--- config.mk ---
export PLATFORM = sky130hd
export DESIGN_NAME = tlc_phase_sequencer
export DESIGN_NICKNAME = d
export VERILOG_FILES = /design/src/rtl/tlc_phase_sequencer.sv
export SDC_FILE = /design/constraint.sdc
export NUM_CORES = 1
export LEC_CHECK = 0
export ABC_CLOCK_PERIOD_IN_PS = 2040
export BUFFER_PORTS_ARGS = -buffer_cell sky130_fd_sc_hd__buf_2
export CORE_AREA = 8 8 45 47
export CTS_BUF_LIST = sky130_fd_sc_hd__clkbuf_2 sky130_fd_sc_hd__clkbuf_4 sky130_fd_sc_hd__clkbuf_8
export DETAILED_ROUTE_END_ITERATION = 16
export DIE_AREA = 0 0 53 55
export PLACE_DENSITY = 0.77
export SLEW_MARGIN = 20
export SYNTH_ARGS = -nofsm -noshare
export SYNTH_HDL_FRONTEND = slang
export SYNTH_SLANG_ARGS = --single-unit
--- constraint.sdc ---
create_clock -name slowclk -period 2.04 [get_ports slowclk]
set_input_delay 0.408 -clock slowclk [delete_from_list [all_inputs] [get_ports slowclk]]
set_output_delay 0.408 -clock slowclk [all_outputs]
set_load 0.005 [all_outputs]
--- src/rtl/tlc_phase_sequencer.sv ---
// Timed highway/country traffic-light sequencer with a latched pedestrian walk phase.
// A per-phase dwell timer paces the phases; the all-red slot alternates between car and pedestrian grants.
module tlc_phase_sequencer #(
  parameter int CW        = 4,
  parameter int MIN_GREEN = 4,
  parameter int Y2RD      = 3,
  parameter int R2GD      = 2,
  parameter int MAX_CNTRY = 8,
  parameter int WALK_T    = 5
) (
  input  logic       slowclk,
  input  logic       clr_n,
  input  logic       X,
  input  logic       ped_req,
  output logic [1:0] hwy,
  output logic [1:0] cntry,
  output logic       walk,
  output logic [2:0] phase
);

  localparam logic [2:0] HG   = 3'd0;
  localparam logic [2:0] HY   = 3'd1;
  localparam logic [2:0] AR1  = 3'd2;
  localparam logic [2:0] CG   = 3'd3;
  localparam logic [2:0] CY   = 3'd4;
  localparam logic [2:0] AR2  = 3'd5;
  localparam logic [2:0] WALK = 3'd6;

  localparam logic [1:0] LAMP_R = 2'd0;
  localparam logic [1:0] LAMP_Y = 2'd1;
  localparam logic [1:0] LAMP_G = 2'd2;

  // Dwell of N cycles ends on the edge where the timer reads N-1.
  localparam logic [CW-1:0] L_MIN_GREEN = CW'(MIN_GREEN - 1);
  localparam logic [CW-1:0] L_Y2RD      = CW'(Y2RD - 1);
  localparam logic [CW-1:0] L_R2GD      = CW'(R2GD - 1);
  localparam logic [CW-1:0] L_MAX_CNTRY = CW'(MAX_CNTRY - 1);
  localparam logic [CW-1:0] L_WALK_T    = CW'(WALK_T - 1);
  localparam logic [CW-1:0] L_TMAX      = {CW{1'b1}};

  logic [2:0]    r_state;
  logic [CW-1:0] r_timer;
  logic          r_ped_pend;
  logic          r_last_ped;

  logic [2:0]    w_next_state;
  logic          w_grant_walk;
  logic          w_grant_cg;

  always_comb begin
    w_next_state = r_state;
    w_grant_walk = 1'b0;
    w_grant_cg   = 1'b0;
    case (r_state)
      HG:   if (r_timer >= L_MIN_GREEN && (X || r_ped_pend)) w_next_state = HY;
      HY:   if (r_timer == L_Y2RD) w_next_state = AR1;
      AR1: begin
        if (r_timer == L_R2GD) begin
          // Pedestrian wins unless the car lane is waiting and the last grant was already a walk.
          if (r_ped_pend && (!X || !r_last_ped)) begin
            w_next_state = WALK;
            w_grant_walk = 1'b1;
          end else if (X) begin
            w_next_state = CG;
            w_grant_cg   = 1'b1;
          end else begin
            w_next_state = HG;
          end
        end
      end
      CG:   if (!X || r_timer == L_MAX_CNTRY) w_next_state = CY;
      CY:   if (r_timer == L_Y2RD) w_next_state = AR2;
      AR2:  if (r_timer == L_R2GD) w_next_state = HG;
      WALK: if (r_timer == L_WALK_T) w_next_state = HG;
      default: w_next_state = HG;
    endcase
  end

  always_ff @(posedge slowclk or negedge clr_n) begin
    if (!clr_n) begin
      r_state    <= HG;
      r_timer    <= '0;
      r_ped_pend <= 1'b0;
      r_last_ped <= 1'b0;
    end else begin
      r_state <= w_next_state;
      if (w_next_state != r_state) begin
        r_timer <= '0;
      end else if (r_timer != L_TMAX) begin
        r_timer <= r_timer + 1'b1;
      end
      // Entering WALK consumes the request, even against a same-cycle press.
      if (w_grant_walk) begin
        r_ped_pend <= 1'b0;
      end else if (ped_req) begin
        r_ped_pend <= 1'b1;
      end
      if (w_grant_walk) begin
        r_last_ped <= 1'b1;
      end else if (w_grant_cg) begin
        r_last_ped <= 1'b0;
      end
    end
  end

  always_comb begin
    hwy   = LAMP_G;
    cntry = LAMP_R;
    walk  = 1'b0;
    case (r_state)
      HY:   hwy = LAMP_Y;
      AR1:  hwy = LAMP_R;
      CG: begin
        hwy   = LAMP_R;
        cntry = LAMP_G;
      end
      CY: begin
        hwy   = LAMP_R;
        cntry = LAMP_Y;
      end
      AR2:  hwy = LAMP_R;
      WALK: begin
        hwy  = LAMP_R;
        walk = 1'b1;
      end
      default: hwy = LAMP_G;
    endcase
  end

  assign phase = r_state;

endmodule

==> metrics.txt <==
synthesized flop and latch total=9; Top delay family on crit path=simple AND/OR/NAND/NOR gates; Clock transition at path regs=60 ps; Rows=14; Port Buffer Count=11; critical path arrival=2060 ps; status=completed; commonest non-fill, non-tap cell in the layout=buf_2; Reg-to-Reg Start=r_timer[1]; met2 GRT Util=0.199; Peak Freq=0.520 GHz; final core utilization=0.616; worst path bufs/invs=1; minimum clock period=between 1500 and 2000 ps; worst reg2reg path depth=7; fill count=123; largest cells by area after synthesis=dfrtp_1 (31%), ha_1 (7.0%), inv_1 (4.7%), nor3b_2 (3.5%), nor3_1 (2.8%); routing usage on met3=0.0267; crit-path most repeated cell=nor3b_2; Max Cap Violations=0; hold path depth=2; drt pass-1 iters=4; sequential-to-total area share from yosys stat=0.313; CTS Buffer Depth=2; Worst slew margin=0.706; crit end category=flop; Routed Antenna Nets=0; syn nets=89; wirelength, routed=approximately 1600 um; Crit Reg-Reg Endpoint=r_timer[2]; WL/cell=14.9 um; YS warnings=0; Detailed Place HPWL=1280 um; Synth Cell Area=719 um^2; largest net degree at the start of global routing=14; FFs w/ async S/R, synth=1.00; vias in the first global route=approximately 630; Lkg Pwr=0.395 nW; critical path class=flop to flop; Ant. Diodes=0; via/cell ratio=6.22; setup_tns=0 ps; required time of the critical path=2180 ps; Post-Syn Instances=81; H-tree level count=1; Core Area=1380 um^2; final hold vios=0; syn_area_per_cell=8.88 um^2; slew of the pin with the lowest slew margin=430 ps; r2r setup slk=120 ps; Hold WC Path Type=input port to flop; met1 Usage GRT=0.161; CTS tree=yes; Area growth syn-to-layout=18.4%; count of cell types in the netlist=37; Clock Skews=around 1.1 ps; antenna violations before repair=0; drc violations=0; grt peak-use layer=met2; routability congestion estimate=0.899; commonest cells after routing, fill and taps aside=buf_2 (11), dfrtp_1 (9), inv_1 (7), nor2_1 (5), nand2_1 (5); element type at the critical path start=flop; worst hold path endpoint=r_ped_pend; Sink Count=9; root buf cell=clkbuf_4; Ports=12; Slowest cell on crit path=dfrtp_1; hold path start=ped_req; worst skew pair latency=about 250 ps; RSZ-0062 raised after global routing=no; global route overflow=0; power density over the cells=1450 nW/um^2; die extent in x=53 um; Slew Viols, Final=0; Die Y-Extent=roughly 55 um; setup violators final=0; drt first-iter violations=27; Post-synth EDFFs=0; Post-CTS Setup Bufs=0; Worst Path Max Fanout=5; max incr delay on CP=roughly 440 ps; die footprint=2920 um^2; first-pass GRT wire length=2850 um; clock buffer count from CTS=3; GR Util All Layers=0.128; Initial Utilization=0.520; Main synth FF type=dfrtp_1; final critical-path share of the clock period=0.942; crit-path cells=inv_2 > ha_1 > nor3b_2 > a21oi_1 > a221oi_1 > nor4_2 > nor3b_2; Peak VDD IR=836 uV; top-area cell type share of the netlist area=0.313; share of cells above drive strength 1=0.330; Total Nets Final=103; cell taking the most area after synthesis=dfrtp_1; via count of the routed design=684
[final cells by class]
cell class                 count  area (um^2)  share of cell area
inverter                       9         33.8              0.0396
sequential                     9          225               0.264
timing repair buffer          13         72.6              0.0852
tap                           16         20.0              0.0235
clock buffer                   4         30.0              0.0352
multi-input combinational     59          470               0.552
[flip-flops by register name, indices dropped and copies added (netlist names)]
| name | flops |
|---|---|
| r_timer | 4 |
| phase | 3 |
| r_last_ped | 1 |
| r_ped_pend | 1 |
[cell usage after synthesis (2+ instances only)]
master   count
nand3_1      3
dfrtp_1      9
buf_2        3
a21oi_1      2
nand4_1      2
and2_1       3
nor3b_1      2
a31oi_1      3
nand2_1      5
inv_1        9
nor2_1       5
o21ai_0      2
nor3b_2      2
ha_1         4
nor3_1       4
a21o_1       2
[through the flow]
step	power, mW	hold slack [ps]	worst slack [ps]	cell area (um^2)	std cells
5_1_grt	1.35	346	7.17	852	110
3_3_place_gp	1.00	263	166	779	105
2_1_floorplan	0.848	112	302	719	81
6_report	1.23	360	117	852	110
3_5_place_dp	1.02	267	108	779	105
4_1_cts	1.17	345	84.5	820	110
[cells by family after synthesis]
logic type / synth area share
DFF: 0.313
AOI/OAI and AO/OA: 0.214
and+or+nand+nor: 0.283
buffers and inverters: 0.0783
adders and majority gates: 0.0696
muxes: 0.0296
xor gates and xnor gates: 0.0122
[worst max-delay path by stage]
| stage | from | end | slack [ps] | cells past startpoint |
|---|---|---|---|---|
| 2_1_floorplan | r_timer[0] | r_timer[2] | 300 | 7 |
| 3_3_place_gp | r_timer[0] | r_timer[2] | 170 | 7 |
| 3_5_place_dp | r_timer[0] | r_timer[3] | 110 | 6 |
| 4_1_cts | r_timer[0] | r_timer[3] | 80 | 6 |
| 5_1_grt | r_timer[0] | r_timer[2] | 7 | 7 |
| 6_report | r_timer[1] | r_timer[2] | 120 | 7 |
[power breakdown]
| part | internal (mW) | switching (mW) | total [mW] |
|---|---|---|---|
| clock network | 0.0883 | 0.0559 | 0.144 |
| registers | 0.249 | 0.138 | 0.386 |
| logic | 0.341 | 0.362 | 0.703 |
| total | 0.678 | 0.555 | 1.23 |
[timing repair]
action,in CTS,in global routing
hold buffers,1,0
resized for setup,0,9
setup endpoints to repair,0,4
endpoints found under the hold margin,9,0
[per-layer routing]
layer  up-vias  routed length [um]  share of wire
met5         -                   0              0
met4         0                   8         0.0049
met3         2                 148          0.091
met2        31                 768           0.47
met1       323                 709           0.43
li1        328                   -              -
No activity file was read; power rests on OpenSTA's default activity.
